--- config.mk ---
export PLATFORM = sky130hd
export DESIGN_NAME = signed_addsub_seq
export DESIGN_NICKNAME = d
export VERILOG_FILES = /design/src/rtl/signed_addsub_pkg.sv /design/src/rtl/signed_addsub_core.sv /design/src/rtl/signed_addsub_seq.sv
export SDC_FILE = /design/constraint.sdc
export NUM_CORES = 1
export LEC_CHECK = 0
export ABC_AREA = 0
export BUFFER_PORTS_ARGS = -buffer_cell sky130_fd_sc_hd__buf_2
export CORE_AREA = 4 4 52 54
export CTS_BUF_LIST = sky130_fd_sc_hd__clkbuf_4 sky130_fd_sc_hd__clkbuf_8 sky130_fd_sc_hd__clkbuf_16
export CTS_CLUSTER_DIAMETER = 60
export DETAILED_ROUTE_END_ITERATION = 8
export DIE_AREA = 0 0 56 58
export MAX_ROUTING_LAYER = met4
export PLACE_DENSITY = 0.88
export SLEW_MARGIN = 20
export SYNTH_ARGS = -nofsm -noshare
export SYNTH_HDL_FRONTEND = slang
export SYNTH_HIERARCHICAL = 1
export SYNTH_SLANG_ARGS = --single-unit
export TNS_END_PERCENT = 5
--- constraint.sdc ---
create_clock -name clk -period 3.79 [get_ports clk]
set_input_delay 0.379 -clock clk [delete_from_list [all_inputs] [get_ports clk]]
set_output_delay 0.379 -clock clk [all_outputs]
set_load 0.1 [all_outputs]
--- src/rtl/signed_addsub_pkg.sv ---
//==============================================================================
// Module   : signed_addsub_pkg
// Purpose  : Shared types for the signed add/subtract sequencer: operation
//            codes and FSM state names.
// Contents : op_t    - OP_ADD (A+B), OP_SUB (A-B), OP_ACC_ADD (ACC+A),
//                      OP_ACC_SUB (ACC-A)
//            state_t - IDLE (no result held), HOLD (result held)
//            op_uses_acc() - true for the two accumulator operations
// Revision : 1.0 - initial release
//==============================================================================
`default_nettype none

package signed_addsub_pkg;

    typedef enum logic [1:0] {
        OP_ADD     = 2'b00,
        OP_SUB     = 2'b01,
        OP_ACC_ADD = 2'b10,
        OP_ACC_SUB = 2'b11
    } op_t;

    typedef enum logic [0:0] {
        IDLE = 1'b0,
        HOLD = 1'b1
    } state_t;

    // The accumulator operations are exactly the codes with the top bit set.
    function automatic logic op_uses_acc(input logic [1:0] op_code);
        return (op_code == OP_ACC_ADD) || (op_code == OP_ACC_SUB);
    endfunction

endpackage

`default_nettype wire

--- src/rtl/signed_addsub_core.sv ---
//==============================================================================
// Module   : signed_addsub_core
// Purpose  : Combinational two's-complement add/subtract with overflow
//            detection. Optional saturation when SIGNED_ADDSUB_SAT_EN is
//            defined; otherwise the result wraps around.
// Ports    : i_opa  [WIDTH]  signed first operand
//            i_opb  [WIDTH]  signed second operand
//            i_sub  [1]      1: i_opa - i_opb, 0: i_opa + i_opb
//            o_res  [WIDTH]  signed result (wrapped or saturated)
//            o_ovf  [1]      true result does not fit in WIDTH bits
// Revision : 1.0 - initial release
//==============================================================================
`default_nettype none

module signed_addsub_core #(
    parameter int WIDTH = 4
) (
    input  logic [WIDTH-1:0] i_opa,
    input  logic [WIDTH-1:0] i_opb,
    input  logic             i_sub,
    output logic [WIDTH-1:0] o_res,
    output logic             o_ovf
);

    logic [WIDTH:0] w_ext_a;
    logic [WIDTH:0] w_ext_b;
    logic [WIDTH:0] w_sum;

    // One extra sign bit makes the intermediate exact for any +/- of two
    // WIDTH-bit signed values.
    assign w_ext_a = {i_opa[WIDTH-1], i_opa};
    assign w_ext_b = {i_opb[WIDTH-1], i_opb};
    assign w_sum   = i_sub ? (w_ext_a - w_ext_b) : (w_ext_a + w_ext_b);

    // Out of range exactly when the two top bits of the exact value disagree.
    assign o_ovf = w_sum[WIDTH] ^ w_sum[WIDTH-1];

`ifdef SIGNED_ADDSUB_SAT_EN
    localparam logic [WIDTH-1:0] c_SAT_MAX = {1'b0, {(WIDTH-1){1'b1}}};
    localparam logic [WIDTH-1:0] c_SAT_MIN = {1'b1, {(WIDTH-1){1'b0}}};

    // The extra sign bit gives the true sign of an overflowing result.
    assign o_res = !o_ovf     ? w_sum[WIDTH-1:0] :
                   w_sum[WIDTH] ? c_SAT_MIN : c_SAT_MAX;
`else
    assign o_res = w_sum[WIDTH-1:0];
`endif

endmodule

`default_nettype wire

--- src/rtl/signed_addsub_seq.sv ---
//==============================================================================
// Module   : signed_addsub_seq
// Purpose  : Sequenced signed add/subtract unit with accumulator, one-cycle
//            registered result behind a valid/ready handshake, sticky
//            overflow flag and accepted-operation counter.
// Config   : define SIGNED_ADDSUB_SAT_EN to saturate overflowing results
//            (res and acc); default build wraps around.
// Ports    : clk, rst      clock, asynchronous active-high reset
//            in_a, in_b    [WIDTH] signed operands
//            op            [2]     00 A+B, 01 A-B, 10 ACC+A, 11 ACC-A
//            in_valid/in_ready     request handshake
//            clr           synchronous clear of acc and ovf_sticky
//            res, res_ovf  registered result and its overflow flag
//            out_valid/out_ready   result handshake
//            acc           [WIDTH] accumulator
//            ovf_sticky    any accepted overflow since clr/rst
//            op_cnt        [CNT_WIDTH] accepted requests, wrapping
// Revision : 1.0 - initial release
//==============================================================================
`default_nettype none

module signed_addsub_seq
    import signed_addsub_pkg::*;
#(
    parameter int WIDTH     = 4,
    parameter int CNT_WIDTH = 8
) (
    input  logic                 clk,
    input  logic                 rst,
    input  logic [WIDTH-1:0]     in_a,
    input  logic [WIDTH-1:0]     in_b,
    input  logic [1:0]           op,
    input  logic                 in_valid,
    output logic                 in_ready,
    input  logic                 clr,
    output logic [WIDTH-1:0]     res,
    output logic                 res_ovf,
    output logic                 out_valid,
    input  logic                 out_ready,
    output logic [WIDTH-1:0]     acc,
    output logic                 ovf_sticky,
    output logic [CNT_WIDTH-1:0] op_cnt
);

    localparam logic [0:0] c_ST_IDLE = IDLE;
    localparam logic [0:0] c_ST_HOLD = HOLD;

    logic [0:0]           r_state;
    logic [WIDTH-1:0]     r_res;
    logic                 r_res_ovf;
    logic [WIDTH-1:0]     r_acc;
    logic                 r_ovf_sticky;
    logic [CNT_WIDTH-1:0] r_op_cnt;

    logic                 w_accept;
    logic                 w_acc_op;
    logic [WIDTH-1:0]     w_acc_base;
    logic [WIDTH-1:0]     w_opa;
    logic [WIDTH-1:0]     w_opb;
    logic [WIDTH-1:0]     w_res;
    logic                 w_ovf;

    // A held result that is being drained this cycle frees the register,
    // so a new request can be taken in the same cycle.
    assign in_ready = (r_state == c_ST_IDLE) || out_ready;
    assign w_accept = in_valid && in_ready;

    assign w_acc_op = op_uses_acc(op);

    // A clear arriving with an accumulator op makes that op start from zero.
    assign w_acc_base = clr ? '0 : r_acc;
    assign w_opa      = w_acc_op ? w_acc_base : in_a;
    assign w_opb      = w_acc_op ? in_a       : in_b;

    signed_addsub_core #(
        .WIDTH (WIDTH)
    ) u_core (
        .i_opa (w_opa),
        .i_opb (w_opb),
        .i_sub (op[0]),
        .o_res (w_res),
        .o_ovf (w_ovf)
    );

    always_ff @(posedge clk or posedge rst) begin
        if (rst) begin
            r_state <= c_ST_IDLE;
        end else if (w_accept) begin
            r_state <= c_ST_HOLD;
        end else if (out_ready) begin
            r_state <= c_ST_IDLE;
        end
    end

    // Result register only changes on accept, so it is stable while stalled.
    always_ff @(posedge clk or posedge rst) begin
        if (rst) begin
            r_res     <= '0;
            r_res_ovf <= 1'b0;
        end else if (w_accept) begin
            r_res     <= w_res;
            r_res_ovf <= w_ovf;
        end
    end

    always_ff @(posedge clk or posedge rst) begin
        if (rst) begin
            r_acc <= '0;
        end else if (w_accept && w_acc_op) begin
            r_acc <= w_res;
        end else if (clr) begin
            r_acc <= '0;
        end
    end

    // On clr the previous sticky value is dropped; only this cycle's
    // accepted overflow (if any) survives.
    always_ff @(posedge clk or posedge rst) begin
        if (rst) begin
            r_ovf_sticky <= 1'b0;
        end else if (clr) begin
            r_ovf_sticky <= w_accept && w_ovf;
        end else if (w_accept && w_ovf) begin
            r_ovf_sticky <= 1'b1;
        end
    end

    always_ff @(posedge clk or posedge rst) begin
        if (rst) begin
            r_op_cnt <= '0;
        end else if (w_accept) begin
            r_op_cnt <= r_op_cnt + CNT_WIDTH'(1);
        end
    end

    assign res        = r_res;
    assign res_ovf    = r_res_ovf;
    assign out_valid  = (r_state == c_ST_HOLD);
    assign acc        = r_acc;
    assign ovf_sticky = r_ovf_sticky;
    assign op_cnt     = r_op_cnt;

endmodule

`default_nettype wire
# == Word level (Yosys, flattened, before mapping) ==
# Cells that the tools add are included.
# totals
register_bits,19
input_bits,15
out_inout_bits,20
elab_cells,29
# op_classes
addsub,3
n_eq_ne,2
muxes,9
bitwise,2
reduce_logical,7
# op_table
cell,n
2-to-1 mux 4 bit,4
adder 8 x 1 -> 8 bit (second input constant),1
adder 4 x 4 -> 5 bit,1
2-to-1 mux 5 bit,1
subtractor 4 x 4 -> 5 bit,1
== test 2 bit (second input constant),2
2-to-1 mux 1 bit,4
nonzero test 2 bit,2
logical AND 1 bit,3
logical OR 1 bit,2
inverter 1 bit,1
bitwise XOR 1 bit,1

# == Longest topological paths before layout ==
# depth
depth_word,9
depth_mapped,13
depth_no_buf,12

# == Modules after synthesis ==
# Netlist, hierarchy kept.
# modules_own_cells
mod,n_inst,cells_each,area_per_inst_um2,seq_area_each_um2
signed_addsub_seq,1,81,904.6,475.5
signed_addsub_core,1,34,251.5,0.0

# == Least setup slack after synthesis ==
# Ideal clock, no wire load.
# synth_path
path_kind,reg-to-reg
startpoint,"reg r_acc[0], in the netlist acc[0]"
endpoint,"reg r_ovf_sticky, in the netlist ovf_sticky"
setup_time_ns,0.127
t_arrival_ns,2.499
required_time_ns,3.663
setup_slack_ns,1.164
stages_incl_launch_ff,13
path_buffers,0
period_less_slack_ns,2.626
cell_sequence,dfrtp_1 nor2b_1 mux2_2 inv_1 ha_1 fa_1 inv_1 a21o_1 a21oi_1 xnor2_1 xnor2_1 nand2_1 o21ai_0
# synth_via
elab_chain_cells,7
elab_cells_between_ends,9
classes_between,2 x add/sub; 4 x mux; 1 x bitwise; 2 x reduce/logical
# synth_rtl
element,line,rtl
"start, declared",signed_addsub_seq.sv:51,logic [WIDTH-1:0] r_acc;
"start signal, assigned",signed_addsub_seq.sv:110,r_acc <= w_res;
2-to-1 mux 4 bit (*),--,
2-to-1 mux 4 bit (*),signed_addsub_seq.sv:72,assign w_opa = w_acc_op ? w_acc_base : in_a;
net w_opa[0],signed_addsub_seq.sv:58,logic [WIDTH-1:0] w_opa;
adder 4 x 4 -> 5 bit or subtractor 4 x 4 -> 5 bit (tied branches),signed_addsub_core.sv:33,assign w_sum = i_sub ? (w_ext_a - w_ext_b) : (w_ext_a + w_ext_b);
2-to-1 mux 5 bit (*),signed_addsub_core.sv:33,
bitwise XOR 1 bit (*),signed_addsub_core.sv:36,assign o_ovf = w_sum[WIDTH] ^ w_sum[WIDTH-1];
net w_ovf,signed_addsub_seq.sv:61,logic w_ovf;
logical AND 1 bit (*),"signed_addsub_seq.sv:122, signed_addsub_seq.sv:123",
2-to-1 mux 1 bit or nonzero test 2 bit (tied branches),--,
"end signal, assigned",signed_addsub_seq.sv:122,r_ovf_sticky <= w_accept && w_ovf;
"end, declared",signed_addsub_seq.sv:52,logic r_ovf_sticky;
# Mark *: on every way through the listed nets, which the timed path passes. The rest lies on a longest branch.
# A chain may end at the register's enable or synchronous reset.

# == Worst setup path in the final report ==
# layout_path
startpoint,in op[1]
endpoint,"reg r_ovf_sticky, in the netlist ovf_sticky"
# layout_via
elab_chain_cells,8
elab_cells_between_ends,12
classes_between,2 x add/sub; 2 x eq/ne; 4 x mux; 1 x bitwise; 3 x reduce/logical
# layout_rtl
element,line,rtl
"start, declared",signed_addsub_seq.sv:32,"input logic [1:0] op,"
== test 2 bit,signed_addsub_pkg.sv:29,return (op_code == OP_ACC_ADD) || (op_code == OP_ACC_SUB);
logical OR 1 bit (*),signed_addsub_pkg.sv:29,
2-to-1 mux 4 bit (*),signed_addsub_seq.sv:73,assign w_opb = w_acc_op ? in_a : in_b;
net w_opb[0],signed_addsub_seq.sv:59,logic [WIDTH-1:0] w_opb;
adder 4 x 4 -> 5 bit or subtractor 4 x 4 -> 5 bit (tied branches),signed_addsub_core.sv:33,
2-to-1 mux 5 bit (*),signed_addsub_core.sv:33,
bitwise XOR 1 bit (*),signed_addsub_core.sv:36,
net w_ovf,signed_addsub_seq.sv:61,
logical AND 1 bit (*),"signed_addsub_seq.sv:122, signed_addsub_seq.sv:123",
2-to-1 mux 1 bit or nonzero test 2 bit (tied branches),--,
# Marks and branches as above.

==> flow_metrics.py <==
metrics = {
    "run_status": {
        "status": "finished clean",
    },
    "sta": {
        "period_share_pct": 65.6,
        "min_period_ns": 2.49,
        "rsz0062_at_grt": "no",
        "hold_violations": 0,
        "slew_violations": 0,
        "worst_slew_pin_slew_ns": 0.703,
        "tns_ns": 0,
        "max_slew_margin_pct": 53.1,
        "max_freq_mhz": 402,
        "fin_skew_ns": 0.00714,
        "finalSetupViolCount": 0,
    },
    "routing": {
        "wirelength_um": 2250,
        "drc": 0,
        "vias": 894,
        "routedWlPerCell_um": 12.6,
        "ant_nets": 0,
        "dr.pass1.iters": 4,
        "drtIter0Drc": 12,
        "vias_per_cell": 4.99,
    },
    "final_layout": {
        "final_common_cell": "buf_2",
        "antenna_cells": 0,
        "finalNonFillerCells": 179,
        "final_nets": 174,
        "final_cell_area_mm2": 0.00138,
        "layout-drive-gt1-share_pct": 37.7,
        "most-common-layout-cells": "buf_2 (34), nand2_1 (22), dfrtp_1 (19)",
        "area_growth_syn_to_layout_pct": 18.9,
        "n_fill_cell": 208,
    },
    "critical_path": {
        "crit_chain": "buf_2 -> mux2_2 -> inv_1 -> ha_1 -> mux2_2 -> fa_1 -> inv_1 -> a21o_1 -> a21oi_1 -> xnor2_1 -> xnor2_1 -> nand2_1 -> o21ai_0",
        "startpoint_type": "primary input",
        "cp_slowest_cell": "fa_1",
        "end_kind": "flop",
        "arrival_ns": 2.66,
        "critPathMaxStageDelay_ns": 0.44,
        "crit_type": "in -> reg",
        "cp_num_buf_inv": 3,
        "required_ns": 3.97,
        "critPathMaxFanout": 9,
        "cpLargestDelayFamily": "multiplexers",
    },
    "power_and_ir_drop": {
        "cellPowerDensity_mw_per_mm2": 827,
        "p_leak_uw": 0.000743,
        "ir_worst_vdd_mv": 0.774,
    },
    "placed_design": {
        "gp_congestion": 0.861,
        "numPortBuffers": 34,
        "placed_cells": 175,
        "post_dp_cell_area_mm2": 0.00135,
        "dp.final_hpwl_um": 1880,
    },
    "flow_run": {
        "drv_cap": 0,
    },
    "synth": {
        "synth_seq_cells": 19,
        "synth.distinct_cells": 26,
        "synth_seq_area_share_pct": 41.1,
        "synth_cells": 115,
        "synth_nets": 137,
        "synthesis.area_per_instance_um2": 10.1,
        "yosys_warnings": 6,
        "syn_area_mm2": 0.00116,
    },
    "clock_tree": {
        "cts-root-buf": "clkbuf_4",
        "h-tree-depth": 1,
        "post_cts_buffers": 0,
        "cts_made_buffers": 3,
        "cts.clk_slew.worst_paths_ns": 0.11,
        "tritoncts": "yes",
        "clock-sinks": 19,
        "cts_resized": 0,
        "postCtsHoldBufs": 0,
        "insertion_delay_ns": 0.29,
        "max-clock-path-buffers": 2,
    },
    "floorplanning": {
        "row_count": 17,
        "die_x_um": 56,
        "die_area_mm2": 0.00325,
        "die_h_um": 58,
        "pin_count": 35,
        "start_util_pct": 52.3,
        "coreArea_mm2": 0.00221,
    },
    "grt": {
        "antenna_found_initial": 0,
        "grt_use_total_pct": 14.9,
        "grt_first_pass_wirelength_um": 3880,
        "gr-total-overflow": 0,
        "grt_start_max_net_pins": 20,
        "first_global_vias": 942,
    },
    "min_path": {
        "hold_class": "in -> async",
    },
}
## power by group
group	internal, uW	switching [uW]	total, uW
Clock	48.0	58.2	106
Sequential	263	53.2	316
Combinational	137	577	714
## metal layers
metal  track usage [%]  routed length (um)  share of wire [%]  up-vias
met5                 -                   0                  0        -
met4              3.05                   0                  0        0
met3              2.67                 132                5.9        0
met2              28.0                1190                 53       26
met1              16.5                 925                 41      423
li1                  -                   -                  -      445
## cell usage after synthesis
library cell   n  area (um2)
a21o_1         2        15.0
a21oi_1        2        10.0
a21oi_2        1        8.76
and2_1         1        6.26
and2_4         1        8.76
and3_1         1        6.26
buf_2          1        5.00
buf_6          1        11.3
dfrtp_1       19         475
fa_1           1        20.0
ha_1           6        75.1
inv_1         11        41.3
mux2_2        13         146
nand2_1       22        82.6
nand2_2        1        6.26
nand2b_1       2        12.5
nand2b_4       1        13.8
nand3_2        1        10.0
nand4_1        3        18.8
nor2_1         4        15.0
nor2b_1        4        25.0
nor3_1         1        5.00
nor3_2         1        10.0
o21ai_0        1        5.00
xnor2_1       12         105
xor2_1         2        17.5
## sequential cells by signal, summed over array words and instances (netlist names)
register,count
res_ovf,1
op_cnt,8
acc,4
ovf_sticky,1
out_valid,1
res,4
## stage by stage
| stage | hold slack [ns] | worst slack, ns | util [%] | power [uW] |
|---|---|---|---|---|
| global placement | 0.452 | 1.09 | 60.8 | 1030 |
| detailed placement | 0.452 | 0.991 | 60.8 | 1040 |
| CTS | 0.205 | 1.30 | 62.2 | 1140 |
| finish | 0.179 | 1.30 | 62.2 | 1140 |
| global route | 0.232 | 1.17 | 62.2 | 1190 |
| floorplan | 0.330 | 1.16 | - | 923 |
## final timing paths
kind,from,endpoint,slack [ns],cells after the start
min in group clk,clr,ovf_sticky,0.33,2
worst max register to register,acc[0],ovf_sticky,1.61,12
worst min register to register,op_cnt[7],op_cnt[7],0.46,1
worst min-delay path,rst,op_cnt[6],0.18,2
worst max-delay path,op[1],ovf_sticky,1.30,13
max in group asynchronous,rst,res_ovf,3.16,2
## cells by family (layout without fill, tap and decap cells)
logic type	Yosys count	in the layout	synth area share [%]
XOR/XNOR	14	14	10.6
adder cells (fa/ha/maj)	7	7	8.23
AND/OR/NAND/NOR	43	43	19.0
AO/OA/AOI/OAI	6	6	3.35
flip-flops	19	19	41.1
multiplexers	13	13	12.7
buffers and inverters	13	49	4.98
## final cells by class
| type | count | area (um2) | share of cell area (%) |
|---|---|---|---|
| timing repair buffer | 34 | 170 | 12.4 |
| sequential | 19 | 475 | 34.6 |
| tap | 28 | 35.0 | 2.55 |
| inverter | 11 | 41.3 | 3.00 |
| clock buffer | 4 | 30.0 | 2.18 |
| multi-input combinational | 83 | 623 | 45.3 |
Note: power is estimated with default switching activity, not from simulation.
